--- src/rtl/regfile_wb_arbiter.sv ---
// rtl/regfile_wb_arbiter.sv - round-robin write-back arbiter for the register file write port
// Optional pending-write scoreboard enabled by macro WB_SCOREBOARD_EN.
module regfile_wb_arbiter #(
  parameter int NUM_REQ = 2,
  parameter int DATA_W  = 32,
  parameter int ADDR_W  = 5
) (
  input  logic                      clk,
  input  logic                      rst_n,
  input  logic [NUM_REQ-1:0]        req_valid,
  output logic [NUM_REQ-1:0]        req_ready,
  input  logic [NUM_REQ*ADDR_W-1:0] req_rd,
  input  logic [NUM_REQ*DATA_W-1:0] req_data,
  input  logic                      wb_stall,
  output logic                      wb_we,
  output logic [ADDR_W-1:0]         wb_rd,
  output logic [DATA_W-1:0]         wb_data,
  output logic [15:0]               conflict_cnt,
  input  logic                      iss_valid,
  input  logic [ADDR_W-1:0]         iss_rd,
  input  logic [ADDR_W-1:0]         rs1,
  input  logic [ADDR_W-1:0]         rs2,
  output logic                      hazard
);

  localparam int PTR_W = (NUM_REQ > 2) ? 2 : 1;

  logic [PTR_W-1:0]   rr_ptr;
  logic [PTR_W-1:0]   gnt_idx;
  logic               gnt_any;
  logic [NUM_REQ-1:0] scan_bit;
  int                 scan_idx;
  logic [ADDR_W-1:0]  sel_rd;
  logic [DATA_W-1:0]  sel_data;
  logic               multi_valid;

  // Scan from rr_ptr upward; ready is also held low while in reset.
  always_comb begin
    req_ready = '0;
    gnt_any   = 1'b0;
    gnt_idx   = '0;
    scan_idx  = 0;
    scan_bit  = '0;
    if (rst_n && !wb_stall) begin
      for (int k = 0; k < NUM_REQ; k++) begin
        scan_idx = (int'(rr_ptr) + k) % NUM_REQ;
        scan_bit = NUM_REQ'(1) << scan_idx;
        if (!gnt_any && (|(req_valid & scan_bit))) begin
          gnt_any   = 1'b1;
          gnt_idx   = PTR_W'(scan_idx);
          req_ready = scan_bit;
        end
      end
    end
  end

  assign sel_rd      = ADDR_W'(req_rd >> (int'(gnt_idx) * ADDR_W));
  assign sel_data    = DATA_W'(req_data >> (int'(gnt_idx) * DATA_W));
  assign multi_valid = ($countones(req_valid) >= 2);

  always_ff @(posedge clk or negedge rst_n) begin
    if (!rst_n) begin
      rr_ptr       <= '0;
      wb_we        <= 1'b0;
      wb_rd        <= '0;
      wb_data      <= '0;
      conflict_cnt <= '0;
    end else begin
      wb_we <= 1'b0;
      if (gnt_any) begin
        rr_ptr <= (int'(gnt_idx) == NUM_REQ - 1) ? '0 : gnt_idx + 1'b1;
        // Writes to x0 are consumed here so the register file never sees them.
        if (sel_rd != '0) begin
          wb_we   <= 1'b1;
          wb_rd   <= sel_rd;
          wb_data <= sel_data;
        end
      end
      if (multi_valid && conflict_cnt != 16'hFFFF) begin
        conflict_cnt <= conflict_cnt + 16'd1;
      end
    end
  end

`ifdef WB_SCOREBOARD_EN
  localparam int NREGS = 1 << ADDR_W;

  logic [NREGS-1:0] busy;
  logic [NREGS-1:0] busy_nxt;

  // Clear before set so a same-cycle issue to the retiring index stays pending.
  always_comb begin
    busy_nxt = busy;
    if (gnt_any) begin
      busy_nxt[sel_rd] = 1'b0;
    end
    if (iss_valid && iss_rd != '0) begin
      busy_nxt[iss_rd] = 1'b1;
    end
    busy_nxt[0] = 1'b0;
  end

  always_ff @(posedge clk or negedge rst_n) begin
    if (!rst_n) begin
      busy <= '0;
    end else begin
      busy <= busy_nxt;
    end
  end

  assign hazard = busy[rs1] | busy[rs2];
`else
  logic unused_sb;
  assign unused_sb = ^{iss_valid, iss_rd, rs1, rs2};
  assign hazard    = 1'b0;
`endif

endmodule

--- config.mk ---
export PLATFORM = sky130hd
export DESIGN_NAME = regfile_wb_arbiter
export DESIGN_NICKNAME = d
export VERILOG_FILES = /design/src/rtl/regfile_wb_arbiter.sv
export SDC_FILE = /design/constraint.sdc
export NUM_CORES = 1
export LEC_CHECK = 0
export ABC_AREA = 0
export BUFFER_PORTS_ARGS = -buffer_cell sky130_fd_sc_hd__buf_2
export CORE_ASPECT_RATIO = 1.4
export CORE_MARGIN = 2
export CORE_UTILIZATION = 39
export CTS_BUF_LIST = sky130_fd_sc_hd__clkbuf_4 sky130_fd_sc_hd__clkbuf_8 sky130_fd_sc_hd__clkbuf_16
export CTS_CLUSTER_DIAMETER = 80
export CTS_CLUSTER_SIZE = 25
export DETAILED_ROUTE_END_ITERATION = 7
export HOLD_SLACK_MARGIN = 0.06
export PLACE_DENSITY_LB_ADDON = 0.05
export SLEW_MARGIN = 10
export SYNTH_ARGS = -nofsm -noshare
export SYNTH_HDL_FRONTEND = slang
export SYNTH_SLANG_ARGS = --single-unit
--- constraint.sdc ---
create_clock -name clk -period 2.1 [get_ports clk]
set_input_delay 0.315 -clock clk [delete_from_list [all_inputs] [get_ports clk]]
set_output_delay 0.315 -clock clk [all_outputs]
set_load 0.02 [all_outputs]
==> summary.json <==
{
  "hold_buffer_count_at_cts": {"value": 0},
  "total_switching_power": {"value": 0.001043, "unit": "W"},
  "global_route_wire_length_before_repair": {"value": 10260, "unit": "µm"},
  "cts_max_level": {"value": 2},
  "chipWidth": {"value": 76.76, "unit": "µm"},
  "floorplan.initialDensity": {"value": 39.77, "unit": "%"},
  "layout.filler_cells": {"value": 653},
  "setup_repair_after_global_routing_missed_its_margin": {"value": "no"},
  "layout.core_utilization": {"value": 52.78, "unit": "%"},
  "drt_iter0_markers": {"value": 46},
  "core_rows": {"value": 37},
  "most-common-layout-cells": {"value": "134 x sky130_fd_sc_hd__buf_2, 55 x sky130_fd_sc_hd__dfrtp_1, 43 x sky130_fd_sc_hd__mux2_2"},
  "slowest_delay": {"value": 410, "unit": "ps"},
  "power_density": {"value": 833.2, "unit": "nW/µm²"},
  "layout_worst_path_cycle_share": {"value": 94.06, "unit": "%"},
  "internal_power": {"value": 0.002154, "unit": "W"},
  "worst_slew_pin_slew": {"value": 691.8, "unit": "ps"},
  "avgSynthCellArea": {"value": 13.76, "unit": "µm²"},
  "routability_congestion": {"value": 0.7949},
  "worst-endpoint-required": {"value": 2290, "unit": "ps"},
  "timing.fmax": {"value": 506.2, "unit": "MHz"},
  "io_buffer_count": {"value": 134},
  "io_pins": {"value": 152},
  "run_status": {"value": "completed"},
  "final_layout_size_suffix_gt1_share": {"value": 64.77, "unit": "%"},
  "cts_resized": {"value": 0},
  "drt-vias-per-instance": {"value": 4.767},
  "worstPathCellList": {"value": "nand2b_1 -> nand3_2 -> inv_1 -> a311oi_4 -> buf_12 -> mux2_2"},
  "slowest_stage": {"value": "sky130_fd_sc_hd__a311oi_4"},
  "insertion_delay": {"value": 310, "unit": "ps"},
  "clockPowerShare": {"value": 22.5, "unit": "%"},
  "netlist.area_leader.share": {"value": 47.62, "unit": "%"},
  "routed-via-count": {"value": 2145},
  "cap_viol_max_count": {"value": 0},
  "layout_commonest_cell": {"value": "sky130_fd_sc_hd__buf_2"},
  "cpLargestDelayFamily": {"value": "compound AO/OA/AOI/OAI gates"},
  "slew_violations": {"value": 0},
  "power.combinational.fraction": {"value": 32.7, "unit": "%"},
  "die_area": {"value": 8125, "unit": "µm²"},
  "synth-seq-area-share": {"value": 47.62, "unit": "%"},
  "flow.area_growth_from_synthesis": {"value": 32.73, "unit": "%"},
  "grt_overflow_total": {"value": 0},
  "hold_path.class": {"value": "in2async"},
  "syn-cell-area": {"value": 2890, "unit": "µm²"},
  "cells_taking_the_most_area_after_synthesis": {"value": "sky130_fd_sc_hd__dfrtp_1 48%, sky130_fd_sc_hd__mux2_2 17%, sky130_fd_sc_hd__mux2_4 15%"},
  "register_clock_pin_slew_on_the_reported_worst_setup_and_hold_paths": {"value": 100, "unit": "ps"},
  "detail_route.wirelength": {"value": 6146, "unit": "µm"},
  "clock_sink_count": {"value": 55},
  "track_usage": {"value": 15.59, "unit": "%"},
  "synth.net_count": {"value": 306},
  "clock_path_buffers": {"value": 2},
  "detail-route-antenna-nets": {"value": 0},
  "cp.buffers_inverters": {"value": 2},
  "timing.critical_path.from_type": {"value": "flip-flop"},
  "place.detailed.hpwl": {"value": 4588, "unit": "µm"},
  "post-place-ws": {"value": 40.25, "unit": "ps"},
  "grt_antenna_before_repair": {"value": 1},
  "cts_made_buffers": {"value": 5},
  "postSynthRegisterBits": {"value": 55},
  "pin_count_of_the_biggest_net_entering_global_routing": {"value": 56},
  "dieHeight": {"value": 105.9, "unit": "µm"},
  "crit_path_capture_type": {"value": "flip-flop"},
  "synth_cells": {"value": 210},
  "share_seq_of_total_power": {"value": 44.8, "unit": "%"},
  "netlist.top_cell.by_area": {"value": "sky130_fd_sc_hd__dfrtp_1"},
  "core_region_area": {"value": 7268, "unit": "µm²"},
  "clk_root_buffer_cell": {"value": "sky130_fd_sc_hd__clkbuf_8"},
  "reported_leakage_power": {"value": 1.932, "unit": "nW"},
  "postCtsSetupBuffers": {"value": 0},
  "grt_pass1_vias": {"value": 2203},
  "clock_skew": {"value": 4.052, "unit": "ps"},
  "final_worst_slack": {"value": 124.6, "unit": "ps"},
  "final_period_minus_worst_setup_slack": {"value": 1975, "unit": "ps"},
  "synth_cell_types": {"value": 35},
  "detail_route.first_pass.iterations": {"value": 4},
  "worst_slew_margin_rel": {"value": 53.88, "unit": "%"},
  "worst_vdd_ir": {"value": 0.4996, "unit": "mV"},
  "setup.worst_path.class": {"value": "reg2reg"},
  "synth.yosys.warnings": {"value": 0},
  "worst-endpoint-arrival": {"value": 2170, "unit": "ps"},
  "report.final.hold_viol_count": {"value": 0},
  "final_nets": {"value": 447},
  "critPathMaxFanout": {"value": 20},
  "tritoncts_clock_tree": {"value": "done"},
  "totalNegativeSetupSlack": {"value": 0, "unit": "ps"},
  "route.detailed.wl_per_inst": {"value": 13.66, "unit": "µm"},
  "detail_route.drc_violations": {"value": 0},
  "p_sw_share": {"value": 32.63, "unit": "%"},
  "setup_violations": {"value": 0}
}
[final cells by class]
cell class / instances / area (µm²) / share of cell area (%)
well taps: 97 / 121.4 / 3.164
repair buffers: 144 / 783.3 / 20.42
multi-input cells: 142 / 1424 / 37.12
inverters: 3 / 11.26 / 0.2935
clock buffers: 6 / 82.58 / 2.153
clock inverters: 2 / 35.03 / 0.9132
diodes: 1 / 2.502 / 0.06523
flip-flops and latches: 55 / 1376 / 35.88
[cells in the mapped netlist]
library cell	number
sky130_fd_sc_hd__ha_1	1
sky130_fd_sc_hd__mux2_2	43
sky130_fd_sc_hd__xor2_1	14
sky130_fd_sc_hd__o22ai_1	1
sky130_fd_sc_hd__nand3_1	3
sky130_fd_sc_hd__clkbuf_1	2
sky130_fd_sc_hd__mux2i_1	2
sky130_fd_sc_hd__a311oi_4	2
sky130_fd_sc_hd__mux2_4	28
sky130_fd_sc_hd__and2b_2	1
sky130_fd_sc_hd__buf_4	2
sky130_fd_sc_hd__xnor2_1	1
sky130_fd_sc_hd__inv_1	3
sky130_fd_sc_hd__nand4_1	8
sky130_fd_sc_hd__a21oi_1	1
sky130_fd_sc_hd__buf_2	1
sky130_fd_sc_hd__o21ai_0	1
sky130_fd_sc_hd__nand2b_1	1
sky130_fd_sc_hd__o2bb2ai_1	1
sky130_fd_sc_hd__dlygate4sd1_1	1
sky130_fd_sc_hd__dfrtp_1	55
sky130_fd_sc_hd__nor4_1	7
sky130_fd_sc_hd__a21o_1	1
sky130_fd_sc_hd__a31oi_1	1
sky130_fd_sc_hd__nor3_1	6
sky130_fd_sc_hd__a211o_1	1
sky130_fd_sc_hd__or4_4	1
sky130_fd_sc_hd__conb_1	1
sky130_fd_sc_hd__nand2_1	8
sky130_fd_sc_hd__nor3b_1	1
sky130_fd_sc_hd__nor2_1	2
sky130_fd_sc_hd__clkbuf_8	1
sky130_fd_sc_hd__nor4b_1	2
sky130_fd_sc_hd__or3_1	3
sky130_fd_sc_hd__buf_6	3
[kinds of logic (layout without fill, tap and decap cells)]
kind of cell | count (synthesis) | after routing | share of synthesized area [%]
AOI/OAI and AO/OA | 9 | 9 | 3.463
other | 1 | 2 | 0.1297
and+or+nand+nor | 43 | 43 | 8.529
buffers and inverters | 13 | 155 | 3.290
muxes | 73 | 73 | 31.99
xor gates and xnor gates | 15 | 15 | 4.546
adders and majority gates | 1 | 1 | 0.4328
DFF | 55 | 55 | 47.62
[worst paths after layout]
| check | start | end | slack [ps] | cells after the start |
|---|---|---|---|---|
| setup / recovery | rr_ptr$_DFFE_PN0P_ | wb_data[21]$_DFFE_PN0P_ | 120 | 6 |
| min in group clk | req_valid[0] | conflict_cnt[12]$_DFFE_PN0P_ | 320 | 3 |
| max in group asynchronous | rst_n | wb_rd[2]$_DFFE_PN0P_ | 1490 | 2 |
| setup reg to reg | rr_ptr$_DFFE_PN0P_ | wb_data[21]$_DFFE_PN0P_ | 120 | 6 |
| hold / removal | rst_n | conflict_cnt[2]$_DFFE_PN0P_ | 140 | 2 |
| hold reg to reg | wb_rd[3]$_DFFE_PN0P_ | wb_rd[3]$_DFFE_PN0P_ | 500 | 1 |
[routing by layer]
layer	GRT usage [%]	vias to the layer above	routed length [µm]
li1	-	1048	-
met1	18.92	1014	2606
met2	26.63	77	3041
met3	4.281	6	417
met4	5.065	0	80
met5	0	-	0
[power groups by stage]
stage / sequential (W) / clock [W] / combinational, W
floorplan: 0.00171 / 0 / 0.000401
global placement: 0.00145 / 0 / 0.00105
detailed placement: 0.00145 / 0 / 0.00106
CTS: 0.00143 / 0.000759 / 0.00106
global route: 0.00146 / 0.000789 / 0.00113
finish: 0.00143 / 0.000720 / 0.00104
[stage by stage]
step | power (W) | hold WS, ps | instance area, µm² | std cells
4_1_cts | 0.003255 | 177.7 | 3834 | 449
2_1_floorplan | 0.002110 | 19.41 | 2890 | 210
3_5_place_dp | 0.002509 | 474.8 | 3716 | 441
3_3_place_gp | 0.002500 | 473.6 | 3716 | 441
5_1_grt | 0.003376 | 224.4 | 3834 | 449
6_report | 0.003196 | 143.5 | 3836 | 450
[flip-flops by register name, summed over array words and instances (netlist names)]
signal,flops
conflict_cnt,16
wb_rd,5
wb_data,32
rr_ptr,1
wb_we,1
(Power assumes the default switching activity.)
